**config.mk**
```make
export PLATFORM = sky130hd
export DESIGN_NAME = uart_tx_frame_scheduler
export DESIGN_NICKNAME = d
export VERILOG_FILES = /design/src/rtl/uart_tx_frame_scheduler.sv
export SDC_FILE = /design/constraint.sdc
export NUM_CORES = 1
export LEC_CHECK = 0
export BUFFER_PORTS_ARGS = -buffer_cell sky130_fd_sc_hd__buf_4
export CORE_ASPECT_RATIO = 1.75
export CORE_UTILIZATION = 51
export CTS_BUF_LIST = sky130_fd_sc_hd__clkbuf_4 sky130_fd_sc_hd__clkbuf_8
export CTS_CLUSTER_SIZE = 8
export DETAILED_ROUTE_END_ITERATION = 10
export HOLD_SLACK_MARGIN = 0.05
export PLACE_DENSITY = 0.83
export SKIP_LAST_GASP = 1
export SYNTH_ARGS = -nofsm -noshare
export SYNTH_HDL_FRONTEND = slang
export SYNTH_SLANG_ARGS = --single-unit
```
**constraint.sdc**
```tcl
create_clock -name Clock -period 3.2 [get_ports Clock]
set_input_delay 0.16 -clock Clock [delete_from_list [all_inputs] [get_ports Clock]]
set_output_delay 0.16 -clock Clock [all_outputs]
set_load 0.02 [all_outputs]
```
**src/rtl/uart_tx_frame_scheduler.sv**
```systemverilog
// Weighted round-robin arbiter sharing the 40-bit UART TX FIFO write port
// between the control path and the header-prefixed bulk data path.
//
// state    | meaning
// ---------+-------------------------------------------------
// OWN_CTRL | control path owns the port, burst_q counts its grants
// OWN_DATA | data path owns the port, burst_q counts its grants
module uart_tx_frame_scheduler #(
  parameter int unsigned CTRL_BURST  = 2,
  parameter int unsigned DATA_BURST  = 8,
  parameter logic [7:0]  DATA_HEADER = 8'hD0
) (
  input  logic        Clock,
  input  logic        Reset_N,
  input  logic        Ctrl_Valid,
  input  logic [39:0] Ctrl_Data,
  output logic        Ctrl_Ready,
  input  logic        Data_Valid,
  input  logic [31:0] Data_Frame,
  output logic        Data_Ready,
  input  logic        TX_Fifo_AFull,
  output logic        TX_Fifo_WE,
  output logic [39:0] TX_Fifo_Data,
  output logic        Owner,
  output logic [15:0] Ctrl_Count,
  output logic [15:0] Data_Count
);

  typedef enum logic {OWN_CTRL = 1'b0, OWN_DATA = 1'b1} owner_t;

  localparam logic [3:0] CTRL_LIM = 4'(CTRL_BURST);
  localparam logic [3:0] DATA_LIM = 4'(DATA_BURST);

  owner_t      owner_q, owner_d;
  logic [3:0]  burst_q, burst_d;
  logic [3:0]  limit;
  logic        own_valid, oth_valid;
  logic        grant_own, grant_oth;
  logic        grant_ctrl, grant_data;
  logic        we_q;
  logic [39:0] data_q;
  logic [15:0] ctrl_cnt_q, data_cnt_q;

  always_comb begin
    owner_d   = owner_q;
    burst_d   = burst_q;
    grant_own = 1'b0;
    grant_oth = 1'b0;
    own_valid = (owner_q == OWN_CTRL) ? Ctrl_Valid : Data_Valid;
    oth_valid = (owner_q == OWN_CTRL) ? Data_Valid : Ctrl_Valid;
    limit     = (owner_q == OWN_CTRL) ? CTRL_LIM : DATA_LIM;
    // almost-full freezes owner and burst counter entirely
    if (!TX_Fifo_AFull) begin
      if (own_valid && (burst_q < limit)) begin
        grant_own = 1'b1;
        burst_d   = burst_q + 4'd1;
      end else if (own_valid && !oth_valid) begin
        grant_own = 1'b1;
        burst_d   = limit;
      end else if (oth_valid) begin
        grant_oth = 1'b1;
        owner_d   = (owner_q == OWN_CTRL) ? OWN_DATA : OWN_CTRL;
        burst_d   = 4'd1;
      end else begin
        burst_d   = 4'd0;
      end
    end
    grant_ctrl = (grant_own && (owner_q == OWN_CTRL)) || (grant_oth && (owner_q == OWN_DATA));
    grant_data = (grant_own && (owner_q == OWN_DATA)) || (grant_oth && (owner_q == OWN_CTRL));
  end

  always_ff @(posedge Clock or negedge Reset_N) begin
    if (!Reset_N) begin
      owner_q    <= OWN_CTRL;
      burst_q    <= 4'd0;
      we_q       <= 1'b0;
      data_q     <= 40'd0;
      ctrl_cnt_q <= 16'd0;
      data_cnt_q <= 16'd0;
    end else begin
      owner_q <= owner_d;
      burst_q <= burst_d;
      we_q    <= grant_ctrl || grant_data;
      if (grant_ctrl) begin
        data_q     <= Ctrl_Data;
        ctrl_cnt_q <= ctrl_cnt_q + 16'd1;
      end else if (grant_data) begin
        data_q     <= {DATA_HEADER, Data_Frame};
        data_cnt_q <= data_cnt_q + 16'd1;
      end
    end
  end

  assign Ctrl_Ready   = grant_ctrl && Reset_N;
  assign Data_Ready   = grant_data && Reset_N;
  assign TX_Fifo_WE   = we_q;
  assign TX_Fifo_Data = data_q;
  assign Owner        = owner_q;
  assign Ctrl_Count   = ctrl_cnt_q;
  assign Data_Count   = data_cnt_q;

endmodule

```
# After elaboration in Yosys (flattened, before gate mapping)

Index checks and enable logic that the tools add are counted.

Flip-flop bits (word level): 78
Input bits: 77
Word-level logic and storage cells: 46

$add $sub $neg: 3
Order comparisons: 1
Mux-type cells: 16
Bitwise logic cells: 5
Reductions and logical operators: 15

Operator list:

| cell                  | count |
|---|---|
| $mux 40               | 2 |
| $add 16x1->16 const B | 2 |
| $mux 4                | 3 |
| $mux 1                | 11 |
| $logic_and 1x1->1     | 8 |
| $not 1->1             | 5 |
| $add 4x1->4 const B   | 1 |
| $lt 4x4->1            | 1 |
| $reduce_and 4->1      | 1 |
| $logic_or 1x1->1      | 3 |
| $reduce_and 2->1      | 1 |
| $reduce_bool 2->1     | 1 |
| $logic_not 1->1       | 1 |

# Longest topological paths before layout

Gate-level depths: netlist of the first run.

Word-level depth: 10
Gate-level depth with buffers: 10
Depth with buffers taken out: 6

# Least setup slack after synthesis of the first run

OpenSTA, ideal clock, no wires.

Kind: register to register
Start point: register owner_q, in the netlist Owner
End point: register ctrl_cnt_q[1], in the netlist Ctrl_Count[1]
Arrival: 2.236 ns
Required time: 3.075 ns
Slack: 0.839 ns
Cell stages (with the launch flop): 8
Path buffers: 1
Period minus slack after synthesis: 2.361 ns
Path through: dfrtp_1 buf_6 inv_1 ha_1 o21a_1 o311a_4 nor2_1 mux2_2

RTL lines:

| element                  | RTL line | source |
|---|---|---|
| start: declaration       | 34       | `owner_t owner_q, owner_d;` |
| start signal: assignment | 81       | `owner_q <= owner_d;` |
| $mux 4 *                 | 51       | `limit = (owner_q == OWN_CTRL) ? CTRL_LIM : DATA_LIM;` |
| named net limit[1]       | 36       | `logic [3:0] limit;` |
| $lt 4x4->1 *             | 54       | `if (own_valid && (burst_q < limit)) begin` |
| $logic_and 1x1->1 *      | 54       |  |
| $mux 1                   | 54       |  |
| $mux 1                   | 53       | `if (!TX_Fifo_AFull) begin` |
| $logic_and 1x1->1        | 68       | `grant_ctrl = (grant_own && (owner_q == OWN_CTRL)) \|\| (grant_oth && (owner_q == OWN_DATA));` |
| $logic_or 1x1->1 *       | 68       |  |
| end signal: assignment   | 86       | `ctrl_cnt_q <= ctrl_cnt_q + 16'd1;` |
| end: declaration         | 42       | `logic [15:0] ctrl_cnt_q, data_cnt_q;` |

The timed path passes the listed nets; every way through them passes the cells marked *.
A chain may end at the register's enable or synchronous reset.

# Worst setup path after layout of the first run

Ends and elaborated chain as after synthesis.

==> results of run 1 <==
-- final cells by class --
type	count	area (um2)	share of cell area
flip-flops and latches	78	1950	0.359
multi-input cells	242	1700	0.312
repair buffers	167	1280	0.235
clock buffers	13	166	0.0306
inverters	38	143	0.0263
well taps	86	108	0.0198
clock inverters	3	90.1	0.0166
-- layer usage --
layer / vias to the layer above / GRT usage / part of all wire
li1: 1669 / - / -
met1: 1765 / 0.308 / 0.37
met2: 139 / 0.478 / 0.53
met3: 29 / 0.0901 / 0.068
met4: 0 / 0.137 / 0.031
met5: - / 0 / 0
-- flip-flops by register name, indices dropped and copies added, names as in the netlist --
name / flops
burst_q: 4
TX_Fifo_Data: 40
Ctrl_Count: 16
TX_Fifo_WE: 1
Data_Count: 16
Owner: 1
-- tightest hold or removal path: stages --
cell	delay (ps)
buf_4	100
inv_1	40
o211ai_1	80
-- worst max-delay path by stage --
stage,start,to,slack (ps),depth (start not counted)
2_1_floorplan,Owner,Ctrl_Count[1],840,7
3_3_place_gp,Owner,Ctrl_Count[1],710,7
3_5_place_dp,Owner,Ctrl_Count[1],600,7
4_1_cts,Owner,Ctrl_Count[1],600,7
5_1_grt,Owner,TX_Fifo_Data[12],430,7
6_report,Owner,Ctrl_Count[1],580,7
-- timing repair --
item | in CTS | in global routing
endpoints found under the setup margin | 0 | 0
resized for setup | 0 | 0
hold buffers | 9 | 0
hold endpoints to repair | 38 | 0
-- report_power, final --
group          internal, mW  switching [mW]
Clock                 0.579           0.357
Combinational         0.639           0.884
Sequential             1.21           0.205
-- cells in the final DEF, fill, tap and decap left out, drive strengths merged, types with 2 or more instances in the layout --
master / count
nor2b: 2
a22o: 5
bufinv: 3
ha: 4
dlygate4sd3: 9
a211oi: 3
clkbuf: 13
o22a: 4
and4: 4
and2: 3
nand2b: 3
a21oi: 4
o31ai: 2
o211ai: 65
buf: 158
nor2: 4
nor3b: 2
xnor2: 15
and4bb: 2
nand3: 13
inv: 37
nor4b: 6
nand2: 46
dfrtp: 78
nor3: 10
nor4: 3
nand4: 8
o21ai: 2
and3: 4
xor2: 15
mux2: 3
-- cells by family after synthesis --
group                      Yosys count  share of synthesized area
xor gates and xnor gates            30                     0.0672
DFF                                 78                      0.499
muxes                                3                    0.00864
buffers and inverters               63                     0.0672
adders and majority gates            4                     0.0128
and+or+nand+nor                    114                      0.162
AOI/OAI and AO/OA                   91                      0.183
-- stage by stage --
stage / util / cell area (um2) / total power, mW / cells
6_report: 0.740 / 5430 / 3.87 / 627
5_1_grt: 0.740 / 5430 / 4.07 / 627
4_1_cts: 0.740 / 5430 / 3.88 / 627
3_5_place_dp: 0.693 / 5080 / 2.94 / 602
3_3_place_gp: 0.693 / 5080 / 2.88 / 602
2_1_floorplan: - / 3910 / 2.34 / 383
==> results.py, run 1 <==
metrics = {
    "status": {
        "status": "finished, final reports clean",
    },
    "floorplanning": {
        "ioPinCount": 153,
        "die_area_um2": 8030,
        "core_area_um2": 7340,
        "dieWidth_um": 68.2,
        "start_util": 0.533,
        "die_height_um": 118,
        "fp-row-count": 41,
    },
    "worst_setup_path": {
        "startpoint_type": "flip-flop",
        "r2r-start": "Owner",
        "r2r_end": "Ctrl_Count[1]",
        "path_cells": "buf_4 > inv_1 > ha_1 > o21a_1 > o311a_4 > nor2_1 > mux2_2",
        "path_buf_inv": 2,
        "worst-setup-path-type": "flip-flop to flip-flop",
        "end_kind": "flip-flop",
        "crit_family": "compound AO/OA/AOI/OAI gates",
        "required_ps": 3450,
        "cpMaxStageDelayCell": "o311a_4",
        "crit_arrival_ps": 2870,
        "reg2reg_depth": 7,
        "cp_max_fo": 41,
        "r2r_slack_ps": 580,
        "slowest_delay_ps": 510,
    },
    "final_layout": {
        "final_layout_size_suffix_gt1_frac": 0.346,
        "nNetsFinal": 617,
        "synthToLayoutAreaGrowth_pct": 38.9,
        "n_antenna_cell": 0,
        "n_fill_cell": 540,
    },
    "drt": {
        "vias": 3602,
        "dr.pass1.iters": 4,
        "routed_wl_mm": 10.8,
        "drc": 0,
        "dr.first_iter.drc_count": 124,
        "vias_per_cell": 5.74,
        "ant_nets": 0,
        "wl_per_cell_um": 17.2,
    },
    "synth": {
        "synth_edf_count": 0,
        "synth_top_area_frac": 0.499,
        "yosys_register_bits": 78,
        "syn_area_per_cell_um2": 10.2,
        "postSynthCellCount": 383,
        "netlist_area_um2": 3910,
        "ys_seq_area_frac": 0.499,
        "synthFlopType": "dfrtp_1",
        "async_flop_share": 1.00,
        "synthesis.nets": 464,
        "synth_area_leaders": "dfrtp_1 (50%), o211ai_1 (12%), nand2_1 (4.3%)",
        "yosysTopAreaCell": "dfrtp_1",
        "yosys_warnings": 0,
        "synth.top_cells.by_count": "dfrtp_1 (78), o211ai_1 (65), nand2_1 (45), inv_1 (37)",
        "synth_cell_types": 47,
        "synth_most_common_cell": "dfrtp_1",
    },
    "sta": {
        "final.min_clock_period_ps": 2620,
        "finalMaxSlewViolations": 0,
        "fin_ws_ps": 585,
        "hold_ws_ps": 69.9,
        "final.setup.tns_ps": 0,
        "clock.fmax_mhz": 382,
        "finalClockSkew_ps": 10.3,
        "final-hold-violation-count": 0,
        "period_share": 0.817,
        "slew_headroom": 0.478,
        "setup_viol": 0,
        "worst-slew-pin-transition_ps": 784,
        "grt_setup_unrepaired": "false",
    },
    "clock_tree": {
        "cts_made_buffers": 9,
        "clkSlewWorstSetupHoldPaths_ps": 80,
        "root_buffer": "clkbuf_8",
        "clk_path_buf_depth": 2,
        "clk_latency_ps": 360,
        "cts_sinks": 78,
        "cts_max_level": 3,
        "cts_setup_buffers": 0,
        "tritoncts": "yes",
    },
    "min_path": {
        "hold_class": "input port to flip-flop",
        "hp-start": "Ctrl_Data[5]",
        "hold_end": "TX_Fifo_Data[5]",
        "hold-path-cell-count": 3,
    },
    "placed_design": {
        "gp_congestion": 0.870,
        "dp_hpwl_mm": 7.63,
        "dp_slack_ps": 604,
        "port_buffers": 152,
    },
    "power_and_ir_drop": {
        "p_leak_nw": 2.66,
        "p_per_area_nw_per_um2": 713,
        "ir_drop_mv": 0.360,
    },
    "grt": {
        "grt_overflow": 0,
        "grt_max_degree": 49,
        "track_usage": 0.285,
        "first_global_vias": 3725,
        "antenna_found_initial": 0,
        "grt_pass1_wl_mm": 17.3,
    },
    "flow_run": {
        "drv_cap": 0,
    },
}
(Power assumes the default switching activity.)
==> inputs of run 2 (changes only) <==
Settings changed: ABC_AREA from default to 1, CORE_UTILIZATION 51 to 47, PLACE_DENSITY 0.83 to 0.79.
Clock period 3.2 ns to 2.2 ns, I/O delays scaled along.
==> results.py, run 2 <==
metrics = {
    "status": {
        "status": "finished, final reports clean",
    },
    "sta": {
        "finalClockSkew_ps": 11.7,
        "final.min_clock_period_ps": 2190,
        "clock.fmax_mhz": 458,
        "setup_viol": 0,
        "period_share": 0.993,
        "grt_setup_unrepaired": "true",
        "final-hold-violation-count": 0,
        "worst-slew-pin-transition_ps": 486,
        "finalMaxSlewViolations": 0,
        "slew_headroom": 0.673,
    },
    "drt": {
        "wl_per_cell_um": 13.4,
        "dr.pass1.iters": 5,
        "drc": 0,
        "vias": 4512,
        "vias_per_cell": 4.93,
        "routed_wl_mm": 12.3,
        "dr.first_iter.drc_count": 271,
        "ant_nets": 0,
    },
    "floorplanning": {
        "start_util": 0.483,
        "die_height_um": 130,
        "core_area_um2": 9040,
        "ioPinCount": 153,
        "die_area_um2": 9700,
        "dieWidth_um": 74.9,
        "fp-row-count": 46,
    },
    "worst_setup_path": {
        "cp_max_fo": 8,
        "worst-setup-path-type": "flip-flop to output port",
        "path_cells": "inv_2 > ha_4 > inv_1 > nor2_1 > nand2_1 > nand3_4 > nand2_4 > nor2_1 > nand2_1 > buf_6 > a21oi_2 > buf_4",
        "end_kind": "output port",
        "slowest_delay_ps": 380,
        "startpoint_type": "flip-flop",
        "crit_arrival_ps": 2080,
        "required_ps": 2090,
        "cpMaxStageDelayCell": "dfrtp_2",
    },
    "power_and_ir_drop": {
        "p_leak_nw": 3.43,
        "p_total_mw": 7.79,
        "p_per_area_nw_per_um2": 1250,
        "ir_drop_mv": 0.794,
    },
    "placed_design": {
        "gp_congestion": 0.897,
        "dp.cells": 866,
        "port_buffers": 152,
        "dp_hpwl_mm": 8.78,
    },
    "synth": {
        "ys_seq_area_frac": 0.447,
        "yosys_register_bits": 78,
        "syn_area_per_cell_um2": 7.23,
        "synth_most_common_cell": "nand2_1",
        "yosysTopAreaCell": "dfrtp_1",
        "synth_edf_count": 0,
        "synthesis.nets": 685,
        "yosys_warnings": 0,
        "netlist_area_um2": 4370,
        "synthFlopType": "dfrtp_1",
        "async_flop_share": 1.00,
        "postSynthCellCount": 604,
        "synth_area_leaders": "dfrtp_1 (45%), nand2_1 (17%), nand3_1 (11%)",
        "synth.top_cells.by_count": "nand2_1 (196), inv_1 (96), nand3_1 (92), dfrtp_1 (78), nor2_1 (29)",
        "synth_top_area_frac": 0.447,
        "synth_cell_types": 28,
    },
    "final_layout": {
        "fin_cells": 915,
        "largest_reg_flops": 40,
        "synthToLayoutAreaGrowth_pct": 42.5,
        "final_layout_size_suffix_gt1_frac": 0.259,
        "n_antenna_cell": 0,
        "final_common_cell": "nand2_1",
        "nNetsFinal": 871,
        "layout_common_cells": "nand2_1 (195), buf_4 (171), inv_1 (95)",
    },
    "clock_tree": {
        "clk_path_buf_depth": 2,
        "tritoncts": "yes",
        "cts_made_buffers": 9,
        "cts_sinks": 78,
        "clkSlewWorstSetupHoldPaths_ps": 80,
        "clk_latency_ps": 370,
        "root_buffer": "clkbuf_8",
        "cts_max_level": 3,
    },
    "grt": {
        "grt_overflow": 0,
        "antenna_found_initial": 0,
        "track_usage": 0.255,
        "grt_pass1_wl_mm": 18.7,
        "grt_max_degree": 38,
        "first_global_vias": 4178,
    },
    "min_path": {
        "hold_class": "input port to flip-flop",
    },
    "flow_run": {
        "drv_cap": 0,
    },
}
## run 2: logic make-up after synthesis
kind of cell / share of synthesized area
compound gates: 0.0395
xor+xnor: 0.0441
buf+inv: 0.113
fa+ha+maj: 0.0115
flops: 0.447
simple gates: 0.345
## run 2: path summary, 6_finish.rpt
| path | slack, ps | depth (start not counted) | start | to |
|---|---|---|---|---|
| setup / recovery | 10 | 12 | Owner | Data_Ready |
| hold / removal | 60 | 5 | Ctrl_Data[29] | TX_Fifo_Data[29] |
| setup reg to reg | 140 | 12 | Owner | TX_Fifo_Data[16] |
| hold reg to reg | 480 | 2 | TX_Fifo_Data[31] | TX_Fifo_Data[31] |
| max in group asynchronous | 1320 | 3 | Reset_N | Owner |
| min in group asynchronous | 160 | 2 | Reset_N | TX_Fifo_Data[17] |
## run 2: routing by layer
metal  track usage  wire length (um)  part of all wire  vias to the layer above
met5             0                 0                 0                        -
li1              -                 -                 -                     2246
met2         0.463              6460              0.53                      164
met1         0.277              4680              0.38                     2070
met3        0.0482               792             0.065                       32
met4         0.120               344             0.028                        0
## run 2: repair_timing
item,CTS,global route
setup buffers,3,5
endpoints found under the setup margin,2,40
hold endpoints to repair,94,0
gates resized for setup,6,5
hold buffers,25,0
pin swaps,0,2
## run 2: power breakdown
part	internal, mW	switching [mW]	leakage (nW)	total, mW
logic	1.69	2.53	2.34	4.21
registers	2.00	0.439	0.990	2.44
clock network	0.603	0.539	0.103	1.14
## run 2: worst max-delay path, delay by kind of cell (launching register included)
| kind | cells | cell delay (ps) |
|---|---|---|
| compound gates | 1 | 130 |
| flops | 1 | 380 |
| buf+inv | 4 | 380 |
| simple gates | 6 | 570 |
| fa+ha+maj | 1 | 260 |
## run 2: stage by stage
stage                     cell area [um2]  utilization  worst slack (ps)  hold slack [ps]  TNS, ps
after floorplan                      4370            -              56.9             -186        0
after global placement               5660        0.626               230             5.77        0
after detailed placement             5660        0.626               153             6.68        0
after CTS                            6170        0.683             -5.85             50.2    -5.85
after global routing                 6220        0.689              -114             62.0     -228
final                                6220        0.689              14.4             56.7        0
## run 2: layout make-up
type | count | area, um2
flip-flops and latches | 78 | 1950
repair buffers | 199 | 1580
multi-input cells | 404 | 1960
clock buffers | 12 | 159
clock inverters | 4 | 53.8
fillers | 722 | 2810
well taps | 120 | 150
inverters | 98 | 370
